===== src/rtl/hub75_scanout.sv =====
// hub75_scanout: 1/64-scan HUB75 BCM driver; reads {half,row,col} from framebuffer (raddr/re/rdata), drives r1..b2, row_a, sclk, lat, oe_n, frame_done
module hub75_scanout #(
  parameter int COL_BITS = 7,
  parameter int ROW_BITS = 6,
  parameter int PLANES   = 6,
  parameter int BASE_ON  = 8
) (
  input  logic                       clk,
  input  logic                       rst_n,
  input  logic                       enable,
  output logic [ROW_BITS+COL_BITS:0] raddr,
  output logic                       re,
  input  logic [19:0]                rdata,
  output logic                       r1,
  output logic                       g1,
  output logic                       b1,
  output logic                       r2,
  output logic                       g2,
  output logic                       b2,
  output logic [ROW_BITS-1:0]        row_a,
  output logic                       sclk,
  output logic                       lat,
  output logic                       oe_n,
  output logic                       frame_done
);
  localparam int PW = $clog2(PLANES);
  localparam int DW = $clog2((BASE_ON << (PLANES - 1)) + 1);
  typedef enum logic [2:0] {IDLE, SHIFT, BLANK, LATCH, DISPLAY} state_t;
  state_t state, nstate;
  logic [1:0] ph;
  logic [COL_BITS-1:0] col;
  logic [ROW_BITS-1:0] row;
  logic [PW-1:0] plane;
  logic bcnt;
  logic [DW-1:0] dcnt, dlen;
  logic [17:0] top;
  logic [5:0] hold, cnew, rt, gt, bt, rb, gb, bb;
  logic col_end, disp_end, frame_end, unused_rdata;
  assign unused_rdata = ^rdata[19:18];
  assign dlen = DW'(BASE_ON) << plane;
  assign col_end = ph == 2'd3 && &col;
  assign disp_end = dcnt == dlen - DW'(1);
  assign frame_end = state == DISPLAY && disp_end && plane == '0 && &row;
  assign rt = top[17:12] >> plane;
  assign gt = top[11:6] >> plane;
  assign bt = top[5:0] >> plane;
  assign rb = rdata[17:12] >> plane;
  assign gb = rdata[11:6] >> plane;
  assign bb = rdata[5:0] >> plane;
  assign cnew = {rt[0], gt[0], bt[0], rb[0], gb[0], bb[0]};
  always_ff @(posedge clk or negedge rst_n)
    if (!rst_n) state <= IDLE;
    else state <= nstate;
  // Colour goes live in ph2 straight from the bottom word so it is settled a full cycle before sclk rises in ph3
  always_comb begin
    nstate = state;
    raddr = '0;
    re = 1'b0;
    sclk = 1'b0;
    lat = state == LATCH;
    oe_n = state != DISPLAY;
    frame_done = frame_end;
    {r1, g1, b1, r2, g2, b2} = (state == SHIFT && ph == 2'd2) ? cnew : hold;
    case (state)
      IDLE:    nstate = enable ? SHIFT : IDLE;
      SHIFT: begin
        raddr = {ph[0], row, col};
        re = !ph[1];
        sclk = ph == 2'd3;
        nstate = col_end ? BLANK : SHIFT;
      end
      BLANK:   nstate = bcnt ? LATCH : BLANK;
      LATCH:   nstate = DISPLAY;
      DISPLAY: nstate = !disp_end ? DISPLAY : (!frame_end || enable) ? SHIFT : IDLE;
      default: nstate = IDLE;
    endcase
  end
  always_ff @(posedge clk or negedge rst_n)
    if (!rst_n) begin
      ph <= '0;
      col <= '0;
      row <= '0;
      plane <= '0;
      bcnt <= 1'b0;
      dcnt <= '0;
      top <= '0;
      hold <= '0;
      row_a <= '0;
    end else begin
      case (state)
        IDLE: plane <= PW'(PLANES - 1);
        SHIFT: begin
          ph <= ph + 2'd1;
          col <= ph == 2'd3 ? col + COL_BITS'(1) : col;
          if (ph == 2'd1) top <= rdata[17:0];
          if (ph == 2'd2) hold <= cnew;
          if (col_end) row_a <= row;
        end
        BLANK: bcnt <= !bcnt;
        DISPLAY: begin
          dcnt <= disp_end ? '0 : dcnt + DW'(1);
          if (disp_end) begin
            plane <= plane != '0 ? plane - PW'(1) : PW'(PLANES - 1);
            if (plane == '0) row <= row + ROW_BITS'(1);
          end
        end
        default: ;
      endcase
    end
endmodule


===== config.mk =====
export PLATFORM = sky130hd
export DESIGN_NAME = hub75_scanout
export DESIGN_NICKNAME = d
export VERILOG_FILES = /design/src/rtl/hub75_scanout.sv
export SDC_FILE = /design/constraint.sdc
export NUM_CORES = 1
export LEC_CHECK = 0
export BUFFER_PORTS_ARGS = -buffer_cell sky130_fd_sc_hd__buf_2
export CORE_ASPECT_RATIO = 1.4
export CORE_MARGIN = 3
export CORE_UTILIZATION = 56
export DETAILED_ROUTE_END_ITERATION = 16
export PLACE_DENSITY = 0.8
export SKIP_LAST_GASP = 1
export SYNTH_ARGS = -nofsm -noshare
export SYNTH_HDL_FRONTEND = slang
export SYNTH_SLANG_ARGS = --single-unit

===== constraint.sdc =====
create_clock -name clk -period 2.9 [get_ports clk]
set_input_delay 0.29 -clock clk [delete_from_list [all_inputs] [get_ports clk]]
set_output_delay 0.29 -clock clk [all_outputs]
set_load 0.005 [all_outputs]

==> impl_metrics.yaml, run 1 <==
outcome:
  run_status: "completed"
clock_tree:
  clk_root_buffer_cell: "clkbuf_8"
  clkSinkCount: 61
  cts_tree: "built"
  htreeDepth: 3
  holdBufCountCts: 0
  clk_pin_slew_ns: 0.07
  max-clock-path-buffers: 2
  worstSkewPairLatency_ns: 0.34
  tritoncts.num_buffers: 9
final_layout:
  post_layout_nonfiller_instances: 409
  mostFrequentLayoutCells: "61 x dfrtp_1, 51 x buf_2, 32 x mux2_2, 24 x nor2_1, 21 x and2_1"
  area_growth_syn_to_layout_pct: 20.0
  post_route_cells_drive_above_1_share_pct: 39.1
  layout.cells.most_common: "dfrtp_1"
  finish.net_count: 369
  antennaDiodeCount: 0
routing:
  vias_per_cell: 5.60
  number_of_drc_violations_after_detailed_routing: 0
  routed-via-count: 2292
  drtPass1Iterations: 4
  wirelength_um: 6280
  detail-route-antenna-nets: 0
  wire_per_inst_um: 15.4
  first_iter_violations: 80
timing:
  hold_violations: 0
  report.final.slew_viol_count: 0
  final.period_utilization_pct: 95.1
  final-setup-viol-count: 0
  final_critical_path_setup_slack_ns: 0.141
  tightestPinTransition_ns: 0.953
  slew-limit-headroom_pct: 36.5
  min_period_ns: 2.76
  finClkSkew_ns: 0.00792
  fmax_ghz: 0.362
global_route:
  grt_util_all_layers_pct: 20.7
  grt_pass1_vias: 2408
  grt_antenna_before_repair: 0
  grt_max_degree: 45
  grt.overflow.total: 0
  grt_first_pass_wirelength_um: 10800
synth:
  synthCells: 273
  ys_warn_count: 0
  ys_ff_latch: 61
  synthDistinctLibCells: 45
  ys_async_sr_fraction_pct: 100
  synthesized_netlist_net_count: 303
  synth_flop_cell: "dfrtp_1"
  mappedNetlistArea_um2: 3150
  synth_sequential_area_ratio_pct: 48.4
  number_of_flops_mapped_to_enable_cells_by_yosys: 0
  synthesis.area_per_instance_um2: 11.6
floorplan:
  ios: 54
  std_cell_rows: 31
  die_y_um: 94.8
  die_x_um: 69.4
  start_util_pct: 59.4
  floorplan.core_area_um2: 5310
  die_outline_area_um2: 6580
setup_path:
  endpoint_type_of_the_worst_setup_path: "primary output"
  worstSetupPathType: "flip-flop to primary output"
  crit_path_max_fo: 5
  critPathLaunchType: "flip-flop"
  worst_ep_required_time_ns: 2.61
  worst-endpoint-arrival_ns: 2.47
min_path:
  timing.hold.worst.class: "input pin to asynchronous set/reset pin"
placement:
  detailedPlace.worstSlack_ns: 0.255
  place_congestion: 0.854
  placedCellCount: 386
  detailed_place_hpwl_um: 4460
  placement.io_buffers: 51
power:
  peak_supply_drop_mv: 0.711
  cellLeakagePower_nw: 1.81
  cellPowerDensity_nw_per_um2: 753
flow_run:
  max-cap-violations: 0
==> per-stage QoR <==
stage          instance area [um2]  hold WS, ns  power (mW)  utilization (%)  TNS (ns)
2_1_floorplan                 3150     -0.00559        1.80                -         0
3_5_place_dp                  3500        0.459        2.09             66.0         0
3_3_place_gp                  3500        0.455        2.03             66.0         0
4_1_cts                       3730        0.118        2.85             70.2         0
6_report                      3790       0.0939        2.85             71.3         0
5_1_grt                       3790        0.159        3.04             71.3   -0.0289
==> synthesized netlist by cell type (2+ instances only) <==
cell | n | area share, %
nor3b_1 | 3 | 0.71
and2_1 | 21 | 4.2
ha_1 | 7 | 2.8
nand2b_1 | 3 | 0.60
xor2_1 | 11 | 3.1
a31oi_1 | 2 | 0.40
o31ai_1 | 2 | 0.48
dfrtp_1 | 61 | 48
a22oi_1 | 7 | 1.7
buf_2 | 3 | 0.48
nor3_1 | 3 | 0.48
mux2_2 | 32 | 11
clkbuf_1 | 8 | 0.95
mux2i_1 | 2 | 0.63
mux4_2 | 6 | 4.3
nand3_1 | 8 | 1.3
and3_1 | 5 | 0.99
a21oi_1 | 9 | 1.4
nand2_1 | 9 | 1.1
or4_1 | 2 | 0.48
nor2_1 | 24 | 2.9
or3_1 | 2 | 0.40
xnor2_1 | 11 | 3.1
nand4_1 | 6 | 1.2
inv_1 | 6 | 0.71
==> registers in the layout, summed over array words and instances (netlist names), 2 cells and up <==
register	flops
plane	3
row_a	6
top	18
row	6
ph	2
state	3
col	7
hold	6
dcnt	9
==> where the power goes <==
group	internal, mW	total [mW]	leakage (nW)	switching [mW]
logic	0.485	0.876	0.941	0.391
clock network	0.436	0.759	0.101	0.324
registers	1.08	1.22	0.767	0.133
total	2.00	2.85	1.81	0.848
==> worst paths after layout <==
check / from / cells after the start / slack [ns] / end
setup / recovery: plane[2] / 8 / 0.14 / frame_done
hold / removal: rst_n / 1 / 0.09 / top[5]
setup reg to reg: plane[2] / 7 / 0.28 / plane[0]
hold reg to reg: bcnt / 1 / 0.48 / bcnt
max in group asynchronous: rst_n / 2 / 2.10 / row_a[3]
min in group clk: rdata[2] / 2 / 0.19 / top[2]
==> timing repair <==
| item | in CTS | in global routing |
|---|---|---|
| buffers inserted | 3 | 5 |
| resized for setup | 2 | 3 |
| pin swaps | 3 | 1 |
| endpoints found under the setup margin | 1 | 1 |
==> cell families after synthesis <==
| family | count (synthesis) | synth area share (%) |
|---|---|---|
| flops | 61 | 48.4 |
| mux | 41 | 16.8 |
| compound gates | 30 | 7.30 |
| xor+xnor | 22 | 6.11 |
| simple gates | 93 | 16.0 |
| buf+inv | 19 | 2.62 |
| fa+ha+maj | 7 | 2.78 |
==> worst max-delay path: stages (launching register included) <==
cell and delay [ns]:
dfrtp_1 0.38, or3_4 0.41, ha_2 0.22, o211a_1 0.14
or4_1 0.54, nand2_2 0.15, nand2_2 0.07, nor2_1 0.10
buf_2 0.12
==> cell type report <==
type,instances,area (um2)
fillers,393,1530
clock inverters,4,47.5
well taps,66,82.6
multi-input cells,193,1570
clock buffers,11,151
inverters,6,22.5
flip-flops and latches,61,1530
repair buffers,68,383
==> metal layers <==
layer  track usage [%]  routed length [um]
met1              23.1                2580
met2              36.3                3330
met5                 0                   0
met3              4.69                 292
met4              11.7                  84
Note: power is estimated with default switching activity, not from simulation.
==> run 2, diff against run 1 <==
--- a/config.mk
+++ b/config.mk
@@ -10,7 +10,9 @@
 export CORE_MARGIN = 3
 export CORE_UTILIZATION = 56
 export DETAILED_ROUTE_END_ITERATION = 16
+export HOLD_SLACK_MARGIN = 0.12
 export PLACE_DENSITY = 0.8
+export REMOVE_ABC_BUFFERS = 1
 export SKIP_LAST_GASP = 1
 export SYNTH_ARGS = -nofsm -noshare
 export SYNTH_HDL_FRONTEND = slang
==> impl_metrics.yaml, run 2 (synthesized netlist as in run 1, its figures left out) <==
final_layout:
  finish.net_count: 366
  biggestRegsByFlops: "top: 18 flops, dcnt: 9 flops, col: 7 flops"
  post_route_cells_drive_above_1_share_pct: 37.5
  post_layout_nonfiller_instances: 407
  post-route-util_pct: 70.9
  mostFrequentLayoutCells: "61 x dfrtp_1, 51 x buf_2, 32 x mux2_2, 24 x nor2_1, 21 x and2_1"
  area_growth_syn_to_layout_pct: 19.5
  fin_area_um2: 3770
  nFillCells: 404
  largest_register_ffs: 18
  antennaDiodeCount: 0
  layout.cells.most_common: "dfrtp_1"
  max_flop_register: "top"
routing:
  routed-via-count: 2300
  wirelength_um: 6280
  first_iter_violations: 115
  drtPass1Iterations: 4
  number_of_drc_violations_after_detailed_routing: 0
  vias_per_cell: 5.65
  wire_per_inst_um: 15.4
  detail-route-antenna-nets: 0
timing:
  min_period_ns: 2.76
  report.final.slew_viol_count: 0
  fmax_ghz: 0.362
  final_critical_path_setup_slack_ns: 0.140
  finClkSkew_ns: 0.00923
  tightestPinTransition_ns: 0.757
  slew-limit-headroom_pct: 49.6
  final-setup-viol-count: 0
  hold_violations: 0
  final.period_utilization_pct: 95.2
setup_path:
  critPathSlowestCell: "a2111oi_4"
  worst_ep_required_time_ns: 2.61
  critical_path.n_buffers_inverters: 2
  worst-endpoint-arrival_ns: 2.47
  worstSetupPathType: "flip-flop to primary output"
  cp_common_cell: "nor2_1"
  worstPathCellList: "buf_4, nor2_1, nand2_1, ha_2, xor2_1, nand3_2, a2111oi_4, nand2_2, nor2_1, buf_2"
  endpoint_type_of_the_worst_setup_path: "primary output"
  crit_path_max_fo: 18
  critical-path-max-stage-delay_ns: 0.40
  critPathLaunchType: "flip-flop"
  timing.critical_path.max_delay_family: "simple AND/OR/NAND/NOR gates"
clock_tree:
  max-clock-path-buffers: 2
  clk_root_buffer_cell: "clkbuf_8"
  clk_pin_slew_ns: 0.07
  clkSinkCount: 61
  cts_tree: "built"
  holdBufCountCts: 0
  worstSkewPairLatency_ns: 0.34
  tritoncts.num_buffers: 9
  htreeDepth: 3
placement:
  place_area_um2: 3490
  place_congestion: 0.821
  detailed_place_hpwl_um: 4340
  detailedPlace.worstSlack_ns: 0.229
  placement.io_buffers: 51
  placedCellCount: 384
power:
  cellPowerDensity_nw_per_um2: 764
  cellLeakagePower_nw: 1.79
  peak_supply_drop_mv: 0.520
  power.total_mw: 2.88
global_route:
  grt_first_pass_wirelength_um: 10300
  grt_util_all_layers_pct: 20.1
  grt_antenna_before_repair: 0
  grt.overflow.total: 0
  grt_max_degree: 62
  grt_pass1_vias: 2315
floorplan:
  ios: 54
  start_util_pct: 59.4
  std_cell_rows: 31
  die_y_um: 94.8
  die_outline_area_um2: 6580
  floorplan.core_area_um2: 5310
  die_x_um: 69.4
min_path:
  timing.hold.worst.class: "input pin to asynchronous set/reset pin"
outcome:
  run_status: "completed"
flow_run:
  max-cap-violations: 0
-- run 2: worst paths after layout --
kind / slack [ns] / start / to / depth (start not counted)
max reg2reg: 0.19 / plane[2] / plane[0] / 9
max: 0.14 / plane[1] / frame_done / 10
min reg2reg: 0.48 / bcnt / bcnt / 1
min in group clk: 0.20 / rdata[9] / top[9] / 2
min: 0.1 / rst_n / top[10] / 2
max in group asynchronous: 2.29 / rst_n / dcnt[8] / 2
-- run 2: layer usage --
layer	part of all wire (%)	GRT usage (%)	wire (um)
met4	2.1	12.2	135
met1	41	23.2	2610
met3	6.0	5.11	375
met2	50	33.5	3160
met5	0	0	0
-- run 2: area by class of cell --
| class | count | area, um2 | area share [%] |
|---|---|---|---|
| Clock buffer | 12 | 135 | 3.59 |
| Clock inverter | 4 | 72.6 | 1.93 |
| Inverter | 6 | 22.5 | 0.598 |
| Multi-Input combinational cell | 193 | 1570 | 41.5 |
| Sequential cell | 61 | 1530 | 40.5 |
| Tap cell | 66 | 82.6 | 2.19 |
| Timing Repair Buffer | 65 | 364 | 9.66 |
-- run 2: timing repair --
| item | CTS | global route |
|---|---|---|
| setup endpoints to repair | 1 | 1 |
| pin swaps | 2 | 3 |
| gates resized for setup | 2 | 3 |
| endpoints found under the hold margin | 0 | 0 |
| buffers inserted | 2 | 5 |
-- run 2: power by group --
group	leakage, nW	switching, mW	internal [mW]	total [mW]
Clock	0.101	0.315	0.483	0.798
Combinational	0.927	0.390	0.475	0.866
Sequential	0.767	0.133	1.08	1.22
-- run 2: metrics by stage --
step	hold WS, ns	setup TNS, ns
5_1_grt	0.155	-0.0213
4_1_cts	0.127	0
2_1_floorplan	-0.00559	0
3_5_place_dp	0.462	0
6_report	0.0970	0
3_3_place_gp	0.457	0
==> run 3, diff against run 2 <==
--- a/config.mk
+++ b/config.mk
@@ -8,11 +8,12 @@
 export BUFFER_PORTS_ARGS = -buffer_cell sky130_fd_sc_hd__buf_2
 export CORE_ASPECT_RATIO = 1.4
 export CORE_MARGIN = 3
-export CORE_UTILIZATION = 56
+export CORE_UTILIZATION = 55
 export DETAILED_ROUTE_END_ITERATION = 16
 export HOLD_SLACK_MARGIN = 0.12
-export PLACE_DENSITY = 0.8
+export PLACE_DENSITY = 0.78
 export REMOVE_ABC_BUFFERS = 1
+export SKIP_CTS_REPAIR_TIMING = 1
 export SKIP_LAST_GASP = 1
 export SYNTH_ARGS = -nofsm -noshare
 export SYNTH_HDL_FRONTEND = slang
==> impl_metrics.yaml, run 3 (synthesized netlist as in run 1, its figures left out) <==
power:
  p_int_mw: 2.08
  power.clock.fraction_pct: 29.1
  sequentialPowerShare_pct: 41.9
  net-switching-power_mw: 0.836
  power_switching_share_pct: 28.7
  cellPowerDensity_nw_per_um2: 766
  power.total_mw: 2.91
  cellLeakagePower_nw: 1.81
  power.combinational.fraction_pct: 29.0
  peak_supply_drop_mv: 0.608
outcome:
  run_status: "completed"
timing:
  finClkSkew_ns: 0.00807
  final.period_utilization_pct: 96.1
  hold_violations: 0
  fmax_ghz: 0.359
  final_critical_path_setup_slack_ns: 0.113
  min_period_ns: 2.79
  final-setup-viol-count: 0
  tightestPinTransition_ns: 0.778
  slew-limit-headroom_pct: 48.2
  report.final.slew_viol_count: 0
floorplan:
  die_y_um: 95.6
  floorplan.core_area_um2: 5530
  start_util_pct: 57.1
  ios: 54
  die_x_um: 70.0
  die_outline_area_um2: 6690
  std_cell_rows: 32
final_layout:
  layout.cells.most_common: "dfrtp_1"
  max_flop_register: "top"
  post_route_cells_drive_above_1_share_pct: 37.8
  largest_register_ffs: 18
  antennaDiodeCount: 0
  mostFrequentLayoutCells: "61 x dfrtp_1, 51 x buf_2, 32 x mux2_2, 24 x nor2_1, 21 x and2_1"
  area_growth_syn_to_layout_pct: 20.5
  nFillCells: 418
  biggestRegsByFlops: "top: 18 flops, dcnt: 9 flops, col: 7 flops"
  fin_area_um2: 3800
  finish.net_count: 364
global_route:
  grt_util_all_layers_pct: 20.5
  grt_first_pass_wirelength_um: 10600
  grt_antenna_before_repair: 0
  grt_pass1_vias: 2302
  grt_max_degree: 37
  grt.overflow.total: 0
setup_path:
  critPathLaunchType: "flip-flop"
  critical_path.reg2reg.startpoint: "plane[2]"
  r2r_slack_ns: 0.32
  endpoint_type_of_the_worst_setup_path: "primary output"
  worst-endpoint-arrival_ns: 2.50
  r2r_end: "plane[0]"
  worstSetupPathType: "flip-flop to primary output"
  r2r_cells: 7
  worst_ep_required_time_ns: 2.61
  crit_path_max_fo: 5
placement:
  detailed_place_hpwl_um: 4500
  place_area_um2: 3500
  detailedPlace.worstSlack_ns: 0.242
  placement.io_buffers: 51
  place_congestion: 0.800
clock_tree:
  clkSinkCount: 61
  clk_root_buffer_cell: "clkbuf_8"
  tritoncts.num_buffers: 9
  cts_tree: "built"
  worstSkewPairLatency_ns: 0.35
  htreeDepth: 3
  clk_pin_slew_ns: 0.07
  max-clock-path-buffers: 2
routing:
  first_iter_violations: 117
  wl_met2_um: 3250
  vias_per_cell: 5.52
  wirelength_um: 6320
  wire_per_inst_um: 15.5
  wl_met1_um: 2630
  number_of_drc_violations_after_detailed_routing: 0
  drtPass1Iterations: 4
  wl_met3_um: 294
  detail-route-antenna-nets: 0
  highest-signal-layer: "met4"
  routed-via-count: 2247
min_path:
  whs_path_depth: 2
  timing.hold.worst.start: "rdata[10]"
  whs_endpoint: "top[10]"
  timing.hold.worst.class: "input pin to flip-flop"
flow_run:
  max-cap-violations: 0
==> run 3: changes by cell type in the layout (fill, tap and decap cells not counted), sizes merged <==
cell         change
clkinvlp         -1
buf              -3
dlygate4sd3      +1
clkinv           +1
==> run 3: power by group through the flow <==
stage / sequential (mW) / combinational, mW / clock, mW
2_1_floorplan: 1.20 / 0.587 / 0
3_3_place_gp: 1.21 / 0.816 / 0
3_5_place_dp: 1.24 / 0.841 / 0
4_1_cts: 1.22 / 0.845 / 0.869
5_1_grt: 1.25 / 0.951 / 0.903
6_report: 1.22 / 0.846 / 0.848
==> run 3: final cells by class <==
| type | count | area, um2 | area share, % |
|---|---|---|---|
| multi-input cells | 193 | 1590 | 41.8 |
| flip-flops and latches | 61 | 1530 | 40.1 |
| inverters | 6 | 22.5 | 0.592 |
| well taps | 68 | 85.1 | 2.24 |
| clock inverters | 4 | 70.1 | 1.84 |
| clock buffers | 12 | 155 | 4.08 |
| repair buffers | 63 | 355 | 9.35 |
==> run 3: stage by stage <==
stage	cells	hold slack (ns)	utilization [%]	setup TNS [ns]
after floorplan	260	-0.00559	-	0
after CTS	403	0.0491	67.4	-0.108
after detailed placement	387	0.421	63.3	0
after global placement	387	0.429	63.3	0
final	407	0.189	68.8	0
after global routing	407	0.189	68.8	-0.0156
==> run 3: worst max path at each step <==
stage,start,end,cells after the start
floorplan,plane[0],plane[1],7
global placement,plane[2],plane[0],7
detailed placement,plane[2],plane[0],7
CTS,plane[2],frame_done,8
global route,plane[2],frame_done,10
finish,plane[2],frame_done,8
==> run 3: critical path, stage by stage (launching register included) <==
cell       delay [ns]
dfrtp_1          0.38
or3_4            0.42
ha_4             0.29
xor2_2           0.15
nand3_2          0.13
a2111oi_4        0.49
nand2_2          0.09
nor2_1           0.09
buf_2            0.11
==> run 3: per-layer routing <==
layer  global-route usage (%)  vias up
li1                         -     1088
met4                     11.8        0
met5                        0        -
met3                     5.17       11
met1                     23.3     1095
met2                     35.1       53
